## src/rtl/sargantana_icache_pkg.sv

```systemverilog
// Shared types for the I-cache tag controller slice.
// Way masks are one-hot or multi-hot vectors, one bit per way.
package sargantana_icache_pkg;

  localparam int ICACHE_N_WAY   = 4;
  localparam int TAG_DEPTH      = 64;
  localparam int TAG_ADDR_WIDHT = $clog2(TAG_DEPTH);
  localparam int TAG_WIDHT      = 20;
  localparam int RR_WIDHT       = $clog2(ICACHE_N_WAY);

  typedef logic [ICACHE_N_WAY-1:0]   way_mask_t;
  typedef logic [RR_WIDHT-1:0]       rr_ptr_t;
  typedef logic [TAG_ADDR_WIDHT-1:0] tag_idx_t;
  typedef logic [TAG_WIDHT-1:0]      tag_t;

  typedef enum logic [1:0] {
    IDLE,
    CMP,
    RF_RD,
    RF_WR
  } itag_state_t;

endpackage

```

## src/rtl/sargantana_itag_ctrl_if.sv

```systemverilog
// Fetch-side lookup/refill/flush requests and the
// tag-memory port of the I-cache tag controller.
interface sargantana_itag_ctrl_if;
  import sargantana_icache_pkg::*;

  logic      flush_i;
  logic      lookup_valid_i;
  logic      lookup_ready_o;
  tag_idx_t  lookup_idx_i;
  tag_t      lookup_tag_i;
  logic      resp_valid_o;
  logic      resp_hit_o;
  way_mask_t resp_way_o;
  logic      resp_multihit_o;
  logic      refill_valid_i;
  logic      refill_ready_o;
  tag_idx_t  refill_idx_i;
  tag_t      refill_tag_i;
  logic      refill_done_o;
  way_mask_t refill_way_o;
  way_mask_t tag_req_o;
  logic      tag_we_o;
  logic      tag_vbit_o;
  logic      tag_flush_o;
  tag_t      tag_data_o;
  tag_idx_t  tag_addr_o;
  logic [ICACHE_N_WAY*TAG_WIDHT-1:0] tag_way_i;
  way_mask_t tag_vbit_i;

  modport slave (
    input  flush_i, lookup_valid_i,
    input  lookup_idx_i, lookup_tag_i,
    input  refill_valid_i, refill_idx_i,
    input  refill_tag_i, tag_way_i, tag_vbit_i,
    output lookup_ready_o, resp_valid_o,
    output resp_hit_o, resp_way_o,
    output resp_multihit_o, refill_ready_o,
    output refill_done_o, refill_way_o,
    output tag_req_o, tag_we_o, tag_vbit_o,
    output tag_flush_o, tag_data_o, tag_addr_o
  );

  modport master (
    output flush_i, lookup_valid_i,
    output lookup_idx_i, lookup_tag_i,
    output refill_valid_i, refill_idx_i,
    output refill_tag_i, tag_way_i, tag_vbit_i,
    input  lookup_ready_o, resp_valid_o,
    input  resp_hit_o, resp_way_o,
    input  resp_multihit_o, refill_ready_o,
    input  refill_done_o, refill_way_o,
    input  tag_req_o, tag_we_o, tag_vbit_o,
    input  tag_flush_o, tag_data_o, tag_addr_o
  );

endinterface

```

## src/rtl/sargantana_icache_victim_sel.sv

```systemverilog
// Refill victim choice: first invalid way, else the
// round-robin way when the whole set is valid.
module sargantana_icache_victim_sel
  import sargantana_icache_pkg::*;
(
  input  way_mask_t vbit,
  input  rr_ptr_t   rr_ptr,
  output way_mask_t victim,
  output logic      all_valid
);

  // scan high to low so the lowest free way wins
  always_comb begin
    victim    = '0;
    all_valid = &vbit;
    if (all_valid) begin
      victim[rr_ptr] = 1'b1;
    end else begin
      for (int k = ICACHE_N_WAY-1; k >= 0; k--) begin
        if (!vbit[k]) begin
          victim    = '0;
          victim[k] = 1'b1;
        end
      end
    end
  end

endmodule

```

## src/rtl/sargantana_itag_ctrl.sv

```systemverilog
// Requester side of the I-cache tag SRAM: lookups,
// read-pick-write refills and flushes.
module sargantana_itag_ctrl
  import sargantana_icache_pkg::*;
(
  input logic clk_i,
  input logic rst_i,
  sargantana_itag_ctrl_if.slave bus
);

  itag_state_t state_q, state_d;
  rr_ptr_t     rr_q;
  tag_t        lk_tag_q;
  tag_idx_t    rf_idx_q;
  tag_t        rf_tag_q;
  way_mask_t   victim_q;
  way_mask_t   victim_w;
  logic        all_valid_w;
  way_mask_t   hit_way;
  logic        idle_cmp;
  logic        rf_rdy;
  logic        lk_rdy;
  logic        rf_acc;
  logic        lk_acc;
  logic        cmp_act;
  logic        wr_act;

  assign idle_cmp = (state_q == IDLE) ||
                    (state_q == CMP);
  assign rf_rdy = idle_cmp & ~bus.flush_i;
  assign lk_rdy = rf_rdy & ~bus.refill_valid_i;
  assign rf_acc = rf_rdy & bus.refill_valid_i;
  assign lk_acc = lk_rdy & bus.lookup_valid_i;
  assign cmp_act = (state_q == CMP) & ~bus.flush_i;
  assign wr_act = (state_q == RF_WR) & ~bus.flush_i;

  sargantana_icache_victim_sel u_victim (
    .vbit      (bus.tag_vbit_i),
    .rr_ptr    (rr_q),
    .victim    (victim_w),
    .all_valid (all_valid_w)
  );

  // per-way tag match against the latched lookup tag
  always_comb begin
    hit_way = '0;
    for (int k = 0; k < ICACHE_N_WAY; k++) begin
      hit_way[k] = bus.tag_vbit_i[k] &
        (bus.tag_way_i[k*TAG_WIDHT +: TAG_WIDHT]
         == lk_tag_q);
    end
  end

  // state register
  always_ff @(posedge clk_i or posedge rst_i) begin
    if (rst_i) state_q <= IDLE;
    else       state_q <= state_d;
  end

  // next state: flush > refill > lookup
  always_comb begin
    state_d = state_q;
    if (bus.flush_i) begin
      state_d = IDLE;
    end else begin
      unique case (state_q)
        IDLE, CMP: begin
          if (rf_acc)      state_d = RF_RD;
          else if (lk_acc) state_d = CMP;
          else             state_d = IDLE;
        end
        RF_RD: state_d = RF_WR;
        RF_WR: state_d = IDLE;
      endcase
    end
  end

  // outputs to fetch and to the tag memory
  always_comb begin
    bus.lookup_ready_o  = lk_rdy;
    bus.refill_ready_o  = rf_rdy;
    bus.tag_flush_o     = bus.flush_i;
    bus.resp_valid_o    = cmp_act;
    bus.resp_hit_o      = cmp_act & (|hit_way);
    bus.resp_way_o      = cmp_act ? hit_way : '0;
    bus.resp_multihit_o = cmp_act &
      (|(hit_way & (hit_way - 1'b1)));
    bus.refill_done_o   = 1'b0;
    bus.refill_way_o    = '0;
    bus.tag_req_o       = '0;
    bus.tag_we_o        = 1'b0;
    bus.tag_vbit_o      = 1'b0;
    bus.tag_data_o      = '0;
    bus.tag_addr_o      = '0;
    unique case (1'b1)
      rf_acc: begin
        bus.tag_req_o  = '1;
        bus.tag_addr_o = bus.refill_idx_i;
      end
      lk_acc: begin
        bus.tag_req_o  = '1;
        bus.tag_addr_o = bus.lookup_idx_i;
      end
      wr_act: begin
        bus.tag_req_o     = victim_q;
        bus.tag_we_o      = 1'b1;
        bus.tag_vbit_o    = 1'b1;
        bus.tag_data_o    = rf_tag_q;
        bus.tag_addr_o    = rf_idx_q;
        bus.refill_done_o = 1'b1;
        bus.refill_way_o  = victim_q;
      end
      default: ;
    endcase
  end

  // request latches, victim register, round-robin pointer
  always_ff @(posedge clk_i or posedge rst_i) begin
    if (rst_i) begin
      rr_q     <= '0;
      lk_tag_q <= '0;
      rf_idx_q <= '0;
      rf_tag_q <= '0;
      victim_q <= '0;
    end else if (bus.flush_i) begin
      rr_q <= '0;
    end else begin
      if (lk_acc) lk_tag_q <= bus.lookup_tag_i;
      if (rf_acc) begin
        rf_idx_q <= bus.refill_idx_i;
        rf_tag_q <= bus.refill_tag_i;
      end
      if (state_q == RF_RD) begin
        victim_q <= victim_w;
        if (all_valid_w) begin
          rr_q <= (rr_q == rr_ptr_t'(ICACHE_N_WAY-1))
                  ? '0 : rr_q + 1'b1;
        end
      end
    end
  end

endmodule

```

## src/flat_wrapper.sv

```systemverilog
// flat-port wrapper written by rule: the top's interface ports become plain ports
module sargantana_itag_ctrl_flat import sargantana_icache_pkg::*;
  (clk_i, rst_i, bus_flush_i, bus_lookup_valid_i, bus_lookup_idx_i, bus_lookup_tag_i, bus_refill_valid_i, bus_refill_idx_i, bus_refill_tag_i, bus_tag_way_i, bus_tag_vbit_i, bus_lookup_ready_o, bus_resp_valid_o, bus_resp_hit_o, bus_resp_way_o, bus_resp_multihit_o, bus_refill_ready_o, bus_refill_done_o, bus_refill_way_o, bus_tag_req_o, bus_tag_we_o, bus_tag_vbit_o, bus_tag_flush_o, bus_tag_data_o, bus_tag_addr_o);
  sargantana_itag_ctrl_if bus_i ();
  input logic clk_i;
  input logic rst_i;
  input wire logic [$bits(bus_i.flush_i)-1:0] bus_flush_i;
  input wire logic [$bits(bus_i.lookup_valid_i)-1:0] bus_lookup_valid_i;
  input wire logic [$bits(bus_i.lookup_idx_i)-1:0] bus_lookup_idx_i;
  input wire logic [$bits(bus_i.lookup_tag_i)-1:0] bus_lookup_tag_i;
  input wire logic [$bits(bus_i.refill_valid_i)-1:0] bus_refill_valid_i;
  input wire logic [$bits(bus_i.refill_idx_i)-1:0] bus_refill_idx_i;
  input wire logic [$bits(bus_i.refill_tag_i)-1:0] bus_refill_tag_i;
  input wire logic [$bits(bus_i.tag_way_i)-1:0] bus_tag_way_i;
  input wire logic [$bits(bus_i.tag_vbit_i)-1:0] bus_tag_vbit_i;
  output wire logic [$bits(bus_i.lookup_ready_o)-1:0] bus_lookup_ready_o;
  output wire logic [$bits(bus_i.resp_valid_o)-1:0] bus_resp_valid_o;
  output wire logic [$bits(bus_i.resp_hit_o)-1:0] bus_resp_hit_o;
  output wire logic [$bits(bus_i.resp_way_o)-1:0] bus_resp_way_o;
  output wire logic [$bits(bus_i.resp_multihit_o)-1:0] bus_resp_multihit_o;
  output wire logic [$bits(bus_i.refill_ready_o)-1:0] bus_refill_ready_o;
  output wire logic [$bits(bus_i.refill_done_o)-1:0] bus_refill_done_o;
  output wire logic [$bits(bus_i.refill_way_o)-1:0] bus_refill_way_o;
  output wire logic [$bits(bus_i.tag_req_o)-1:0] bus_tag_req_o;
  output wire logic [$bits(bus_i.tag_we_o)-1:0] bus_tag_we_o;
  output wire logic [$bits(bus_i.tag_vbit_o)-1:0] bus_tag_vbit_o;
  output wire logic [$bits(bus_i.tag_flush_o)-1:0] bus_tag_flush_o;
  output wire logic [$bits(bus_i.tag_data_o)-1:0] bus_tag_data_o;
  output wire logic [$bits(bus_i.tag_addr_o)-1:0] bus_tag_addr_o;
  assign bus_i.flush_i = bus_flush_i;
  assign bus_i.lookup_valid_i = bus_lookup_valid_i;
  assign bus_i.lookup_idx_i = bus_lookup_idx_i;
  assign bus_i.lookup_tag_i = bus_lookup_tag_i;
  assign bus_i.refill_valid_i = bus_refill_valid_i;
  assign bus_i.refill_idx_i = bus_refill_idx_i;
  assign bus_i.refill_tag_i = bus_refill_tag_i;
  assign bus_i.tag_way_i = bus_tag_way_i;
  assign bus_i.tag_vbit_i = bus_tag_vbit_i;
  assign bus_lookup_ready_o = bus_i.lookup_ready_o;
  assign bus_resp_valid_o = bus_i.resp_valid_o;
  assign bus_resp_hit_o = bus_i.resp_hit_o;
  assign bus_resp_way_o = bus_i.resp_way_o;
  assign bus_resp_multihit_o = bus_i.resp_multihit_o;
  assign bus_refill_ready_o = bus_i.refill_ready_o;
  assign bus_refill_done_o = bus_i.refill_done_o;
  assign bus_refill_way_o = bus_i.refill_way_o;
  assign bus_tag_req_o = bus_i.tag_req_o;
  assign bus_tag_we_o = bus_i.tag_we_o;
  assign bus_tag_vbit_o = bus_i.tag_vbit_o;
  assign bus_tag_flush_o = bus_i.tag_flush_o;
  assign bus_tag_data_o = bus_i.tag_data_o;
  assign bus_tag_addr_o = bus_i.tag_addr_o;
  sargantana_itag_ctrl u_core (.clk_i(clk_i), .rst_i(rst_i), .bus(bus_i));
endmodule
```

## config.mk

```make
export PLATFORM = sky130hd
export DESIGN_NAME = sargantana_itag_ctrl_flat
export DESIGN_NICKNAME = d
export VERILOG_FILES = /design/src/rtl/sargantana_icache_pkg.sv /design/src/rtl/sargantana_itag_ctrl_if.sv /design/src/rtl/sargantana_icache_victim_sel.sv /design/src/rtl/sargantana_itag_ctrl.sv /design/src/flat_wrapper.sv
export SDC_FILE = /design/constraint.sdc
export NUM_CORES = 1
export LEC_CHECK = 0
export CAP_MARGIN = 20
export CORE_MARGIN = 5
export CORE_UTILIZATION = 43
export CTS_CLUSTER_DIAMETER = 120
export CTS_CLUSTER_SIZE = 12
export DETAILED_ROUTE_END_ITERATION = 16
export HOLD_SLACK_MARGIN = 0.12
export PLACE_DENSITY = 0.95
export SKIP_LAST_GASP = 1
export SLEW_MARGIN = 20
export SYNTH_ARGS = -nofsm -noshare
export SYNTH_HDL_FRONTEND = slang
export SYNTH_HIERARCHICAL = 1
export SYNTH_SLANG_ARGS = --single-unit
```

## constraint.sdc

```tcl
create_clock -name clk_i -period 4.05 [get_ports clk_i]
set_input_delay 0.6075 -clock clk_i [delete_from_list [all_inputs] [get_ports clk_i]]
set_output_delay 0.6075 -clock clk_i [all_outputs]
set_load 0.02 [all_outputs]
```

# After elaboration in Yosys (flattened, before gate mapping)
# Index checks and enable logic that the tools add are counted.
# classes
n_mux	21
add_sub_neg	2
order_cmp	2
n_bitwise	15
reduce_logical	14
eq_ne	8
# op_table
operator	n
$eq 20x20->1	4
$mux 4	7
$mux 20	1
$pmux 6 s3	1
$and 1x1->1	12
$mux 2	6
$pmux 4 s2	1
$reduce_and 2->1	4
$reduce_or 4->1	2
$eq 2x2->1 const B	3
$pmux 2 s3	1
$and 4x4->4	1
$reduce_and 4->1	1
$reduce_bool 2->1	2
$reduce_or 2->1	2
$sub 4x1->4 const B	1
$lt 2x3->1 const B	1
$mux 1	3
$add 2x1->2 const B	1
$demux 1 s2	1
$eq 2x1->1 const B	1
$ge 2x1->1 const B	1
$logic_not 2->1	1
$not 1->1	2
other kinds (2)	2
# totals
inputBits	141
output_inout_bits	47
ff_bits	54

# Depth between registers and ports, before layout
# Gate-level depths: netlist of the first run.
# logic_depth
depth_word	9
depth_mapped	7
mapped_depth_nobuf	6

# By module
# Netlist of the first run, hierarchy kept.
# modules_own_cells
mod	seq_area_each_um2	cells_each	area_per_inst_um2	n_inst
sargantana_itag_ctrl	1351.3	312	3432.0	1
sargantana_icache_victim_sel	0.0	12	73.8	1

# Worst setup path after synthesis of the first run
# Ideal clock, no wire load.
# synth_timing
path_type	input -> output
start	input bus_tag_way_i[57]
end	output bus_resp_multihit_o
arrival_time_ns	2.065
path_stages	6
n_path_buf	0
slack_ns	1.377
path_cell_list	xnor2_1 > nand4_1 > nor4_2 > nand4_2 > maj3_2 > a221oi_2
# synth_between
elab_chain_len	6
# synth_lines
item	line	rtl
start, declared	flat_wrapper.sv:14	input wire logic [$bits(bus_i.tag_way_i)-1:0] bus_tag_way_i;
$eq 20x20->1 *	sargantana_itag_ctrl.sv:50	== lk_tag_q);
$and 1x1->1 *	sargantana_itag_ctrl.sv:48	hit_way[k] = bus.tag_vbit_i[k] &
$sub 4x1->4	sargantana_itag_ctrl.sv:87	(|(hit_way & (hit_way - 1'b1)));
$and 4x4->4 *	sargantana_itag_ctrl.sv:87	
$reduce_or 4->1 *	sargantana_itag_ctrl.sv:87	
$and 1x1->1 *	sargantana_itag_ctrl.sv:86	bus.resp_multihit_o = cmp_act &
end, declared	flat_wrapper.sv:20	output wire logic [$bits(bus_i.resp_multihit_o)-1:0] bus_resp_multihit_o;
# Every way passes the cells marked *; elsewhere a longest branch is shown, timed or not.

# Worst setup path after layout of the first run
# layout_timing
start	input bus_tag_way_i[2]
end	output bus_resp_multihit_o
# Same word-level chain as after synthesis.

==> reports/qor.yml, run 1 <==
clock_network:
  clockBufferDepth: 2
  htree_levels: 2
  cts_tree: "yes"
  cts_resized: 0
  root_buffer: "clkbuf_8"
  cts_setup_buffers: 0
  cts_sinks: 54
  cts_buffers: 5
  clkTransAtPathRegs_ns: 0.10
  holdBufCountCts: 0
  clk_latency_ns: 0.30
detailed_routing:
  avgViaCountPerCell: 5.146
  route.detailed.drc: 0
  wirelength_um: 11520
  drtIter0Drc: 125
  dr.pass1.iters: 5
  avgRoutedWirePerCell_um: 19.34
  antenna_left: 0
  vias: 3067
global_route:
  grt.overflow.total: 0
  grt_pass1_wl_um: 18110
  grt.total_usage_pct: 23.18
  grt_max_degree: 34
  grt_pass1_vias: 3415
  antenna_found_initial: 0
worst_setup_path:
  slowest_delay_ns: 0.65
  critPathMaxFanout: 3
  start_kind: "input pin"
  crit_path_cell_trace: "clkdlybuf4s50_1 > xnor2_1 > nand4_1 > nor4_1 > buf_4 > nand4_1 > maj3_2 > a221oi_2 > clkdlybuf4s50_1"
  critPathCaptureType: "primary output"
  crit_start: "bus_tag_way_i[2]"
  cp.arrival_ns: 3.26
  critical-path-top-delay-family: "buffers and inverters"
  crit_type: "in2out"
  critPathSlowestCell: "clkdlybuf4s50_1"
  r2r-start: "u_core/state_q[1]"
  worstPathRequired_ns: 3.44
  cp_num_buf_inv: 3
floorplan:
  ios: 188
  num_rows: 33
  fp.coreArea_um2: 8093
  die_h_um: 100.3
  die_w_um: 100.3
  start_util_pct: 43.32
  dieArea_um2: 10060
logic_synthesis:
  yosysTopAreaCellShare_pct: 38.54
  syn_inst: 324
  synth_most_common_cell: "xnor2_1"
  synth.area.top_cells: "dfrtp_1, mux2_2, xnor2_1, and2_1, xor2_1"
  synth_enable_flop_cells: 0
  synthFlopType: "dfrtp_1"
  synth_area_um2: 3506
  synth.distinct_cells: 32
  yosys_register_bits: 54
  yosys.area.top_type: "dfrtp_1"
  ys_seq_area_share_pct: 38.54
  syn_area_per_cell_um2: 10.82
  ys_warn_count: 6
  ys_async_sr_fraction_pct: 100.0
  yosys-top-cells-count: "xnor2_1, dfrtp_1, mux2_2"
  syn-num-nets: 465
placed_design:
  dp_hpwl_um: 9573
  gp_congestion: 0.9173
  place_area_um2: 5349
  io_buffers: 187
timing:
  max_slew_margin_pct: 49.76
  clock.fmax_mhz: 258.6
  report.final.setup_viol: 0
  grt_setup_unrepaired: "false"
  min_period_over_period_pct: 95.47
  worstMarginPinSlew_ns: 0.7536
  fin_setup_tns_ns: 0
  maxSlewViolCount: 0
  whs_ns: 0.5096
  finalCriticalPeriod_ns: 3.867
  hold_viol_final: 0
  fin_skew_ns: 0.006664
layout:
  design_area_um2: 5449
  area_delta_synth_final_pct: 55.42
  multi_input_area_um2: 1923
  drive_gt1_share_pct: 15.27
  fin_nets: 631
  nFillCells: 638
  diodes: 0
  seqCellArea_um2: 1351
pwr:
  p_int_w: 0.001203
  comb_power_share_pct: 35.7
  power.switching_w: 0.0005768
  power.share.sequential_pct: 46.1
  netSwitchingFraction_pct: 32.40
  power_frac_clock_pct: 18.2
  p_leak_nw: 2.094
  vdd_drop_max_v: 0.0002187
  total_power_w: 0.001780
  p_per_area_nw_per_um2: 326.7
outcome:
  status: "finished, final reports clean"
flow_run:
  max-cap-violations: 0
min_path:
  min_path_type: "reg2reg"
  min_from: "u_core/rf_tag_q[12]"
-- sequential cells by signal, indices dropped and copies added, names as in the netlist --
name	count
u_core/state_q	2
u_core/lk_tag_q	20
u_core/rf_tag_q	20
u_core/victim_q	4
u_core/rr_q	2
u_core/rf_idx_q	6
-- cell type report --
| cell class | count | share of cell area (%) |
|---|---|---|
| Multi-Input combinational cell | 228 | 35.29 |
| Timing Repair Buffer | 192 | 35.04 |
| Sequential cell | 54 | 24.80 |
| Tap cell | 105 | 2.411 |
| Clock buffer | 6 | 1.515 |
| Inverter | 9 | 0.6200 |
| Clock inverter | 2 | 0.3215 |
-- layer usage --
layer	track usage, %	part of all wire (%)
met5	0	0
met3	4.378	6.3
met1	27.57	37
met4	8.394	3.2
met2	41.44	53
-- through the flow --
step	util (%)	std cells	setup WS (ns)
final	67.33	596	0.1835
after global routing	67.33	596	0.05700
after CTS	67.33	596	0.1935
after detailed placement	66.09	588	0.2093
after global placement	66.09	588	0.2246
after floorplan	-	324	1.377
-- logic make-up after synthesis --
kind of cell | synth area share [%]
AOI/OAI and AO/OA | 3.284
xor gates and xnor gates | 20.70
adders and majority gates | 0.3212
buffers and inverters | 6.602
DFF | 38.54
muxes | 16.06
and+or+nand+nor | 14.49
-- worst reg2reg max path: stages (launching register included) --
cell and delay, ns:
dfrtp_1 0.45, nor2_1 0.19, and2_1 0.65, buf_4 0.38
mux2_2 0.37
-- path summary, 6_finish.rpt --
| kind | to | slack [ns] | depth (start not counted) |
|---|---|---|---|
| setup / recovery | bus_resp_multihit_o | 0.18 | 9 |
| hold / removal | u_core/rf_tag_q[12] | 0.51 | 1 |
| setup reg to reg | u_core/rf_idx_q[5] | 1.90 | 4 |
| hold reg to reg | u_core/rf_tag_q[12] | 0.51 | 1 |
| max in group asynchronous | u_core/victim_q[3] | 2.53 | 3 |
| min in group asynchronous | u_core/lk_tag_q[10] | 0.73 | 2 |
-- power by group through the flow --
stage	sequential, W	clock (W)	combinational (W)
2_1_floorplan	0.000700	0	0.000525
3_3_place_gp	0.000822	0	0.000614
3_5_place_dp	0.000831	0	0.000636
4_1_cts	0.000821	0.000338	0.000640
5_1_grt	0.000840	0.000359	0.000690
6_report	0.000821	0.000324	0.000636
-- cells in the final DEF (no fill, tap or decap), types with 4 or more instances in the layout --
cell	synthesis	routed
buf_4	6	5
and2_1	27	27
xor2_1	18	18
clkbuf_8	0	6
nand2_1	5	5
clkdlybuf4s50_1	0	187
mux2_2	50	50
nor4_1	6	6
inv_1	8	7
nand2b_1	4	4
dfrtp_1	54	54
nor2_1	10	10
nand4_1	14	14
xnor2_1	63	63
a222oi_1	6	6
nand3_1	5	5
(Power assumes the default switching activity.)
==> run 2: changes to the inputs <==
- CORE_UTILIZATION: 43 -> 55
- DONT_BUFFER_PORTS: unset -> 1
- PLACE_DENSITY: 0.95 -> 0.81
==> run 2 against run 1 <==
Count of clock-buffer cells in the layout unchanged; final area is 35% lower; sequential cell count unchanged; maximum frequency grew 11%; die area decreased by 20%; combinational power decreased by 29%; final cell count down 36%.
==> reports/qor.yml, run 2 (synthesis results as in run 1) <==
timing:
  worstMarginPinSlew_ns: 0.8942
  fin_setup_tns_ns: 0
  fin_skew_ns: 0.006564
  clock.fmax_mhz: 287.2
  maxSlewViolCount: 0
  report.final.setup_viol: 0
  max_slew_margin_pct: 40.32
  grt_setup_unrepaired: "false"
  hold_viol_final: 0
  min_period_over_period_pct: 85.97
  finalCriticalPeriod_ns: 3.482
pwr:
  vdd_drop_max_v: 0.0002608
  power_frac_clock_pct: 23.2
  power.share.sequential_pct: 49.4
  netSwitchingFraction_pct: 31.42
  p_per_area_nw_per_um2: 459.9
  p_leak_nw: 1.393
  power.switching_w: 0.0005153
  p_int_w: 0.001125
  comb_power_share_pct: 27.4
global_route:
  grt_pass1_wl_um: 13660
  grt_max_degree: 55
  grt.overflow.total: 0
  antenna_found_initial: 0
  grt.total_usage_pct: 21.03
  grt_pass1_vias: 2457
placed_design:
  place_area_um2: 3445
  io_buffers: 0
  dp_hpwl_um: 7175
  gp_congestion: 0.9985
worst_setup_path:
  start_kind: "flop"
  cp-endpoint: "bus_resp_multihit_o"
  crit_start: "u_core/lk_tag_q[10]"
  critPathMaxFanout: 5
  r2r-start: "u_core/state_q[1]"
  cp.arrival_ns: 2.87
  crit_type: "reg2out"
  rr_endpoint: "u_core/rf_tag_q[0]"
  worstPathRequired_ns: 3.44
  critPathCaptureType: "primary output"
  reg2reg_depth: 4
  rrSetupSlack_ns: 1.65
detailed_routing:
  dr.pass1.iters: 6
  antenna_left: 0
  avgViaCountPerCell: 6.071
  vias: 2313
  route.detailed.drc: 0
  avgRoutedWirePerCell_um: 22.99
  drtIter0Drc: 121
  wirelength_um: 8759
clock_network:
  root_buffer: "clkbuf_8"
  htree_levels: 2
  cts_buffers: 5
  cts_sinks: 54
  clk_latency_ns: 0.30
  clkTransAtPathRegs_ns: 0.10
  cts_tree: "yes"
  holdBufCountCts: 0
  cts_setup_buffers: 0
  cts_resized: 0
  clockBufferDepth: 2
layout:
  fin_nets: 444
  mostFrequentLayoutCells: "xnor2_1, dfrtp_1, mux2_2"
  drive_gt1_share_pct: 25.00
  finish.utilization_pct: 56.81
  area_delta_synth_final_pct: 1.713
  design_area_um2: 3566
  top_regs: "u_core/lk_tag_q (20), u_core/rf_tag_q (20), u_core/rf_idx_q (6)"
  final_common_cell: "xnor2_1"
  diodes: 0
floorplan:
  num_rows: 29
  ios: 188
  dieArea_um2: 8071
  die_w_um: 89.84
  die_h_um: 89.84
  start_util_pct: 55.85
  fp.coreArea_um2: 6277
min_path:
  min_path_type: "in2reg"
outcome:
  status: "finished, final reports clean"
flow_run:
  max-cap-violations: 0
run 2: cell type report:
class | count | area (um2)
sequential | 54 | 1351
clock inverter | 2 | 38.79
tap | 77 | 96.34
multi-input combinational | 228 | 1926
inverter | 9 | 33.78
fill | 533 | 2711
clock buffer | 6 | 82.58
timing repair buffer | 5 | 37.54
run 2: power groups by stage:
stage	logic (W)	clock network, W	registers (W)
detailed placement	0.000447	0	0.000822
CTS	0.000451	0.000396	0.000811
global route	0.000490	0.000416	0.000831
floorplan	0.000525	0	0.000700
finish	0.000449	0.000381	0.000811
global placement	0.000432	0	0.000815
run 2: critical path, stage by stage (launching register included):
cell and delay, ns:
dfrtp_1 0.51, xnor2_1 0.20, nand4_1 0.13, nor4_1 0.64, nand4_1 0.28, maj3_2 0.37
a221oi_2 0.44
run 2: per-layer routing:
metal | track usage (%) | wire (um) | vias up
met2 | 34.45 | 4339 | 110
met5 | 0 | 0 | -
met1 | 25.89 | 3457 | 1143
met4 | 5.542 | 142 | 0
li1 | - | - | 1046
met3 | 8.097 | 820 | 14
run 2: metrics by stage:
| step | total power, W | worst slack (ns) | hold WS [ns] | cells |
|---|---|---|---|---|
| after floorplan | 0.001225 | 1.377 | 0.4721 | 324 |
| after global placement | 0.001247 | 0.8999 | 0.4820 | 373 |
| after detailed placement | 0.001270 | 0.8791 | 0.4871 | 373 |
| after CTS | 0.001658 | 0.5833 | 0.3385 | 381 |
| after global routing | 0.001736 | 0.4159 | 0.3354 | 381 |
| final | 0.001640 | 0.5680 | 0.3523 | 381 |
run 2: worst min path at each step:
stage | startpoint | endpoint | slack [ns] | depth (start not counted)
after detailed placement | u_core/rf_tag_q[17] | u_core/rf_tag_q[17] | 0.49 | 1
final | bus_flush_i | u_core/rr_q[0] | 0.35 | 1
after global placement | u_core/rf_tag_q[7] | u_core/rf_tag_q[7] | 0.48 | 1
after CTS | bus_flush_i | u_core/rr_q[0] | 0.34 | 1
after floorplan | u_core/rf_tag_q[13] | u_core/rf_tag_q[13] | 0.47 | 1
after global routing | bus_flush_i | u_core/rr_q[0] | 0.34 | 1
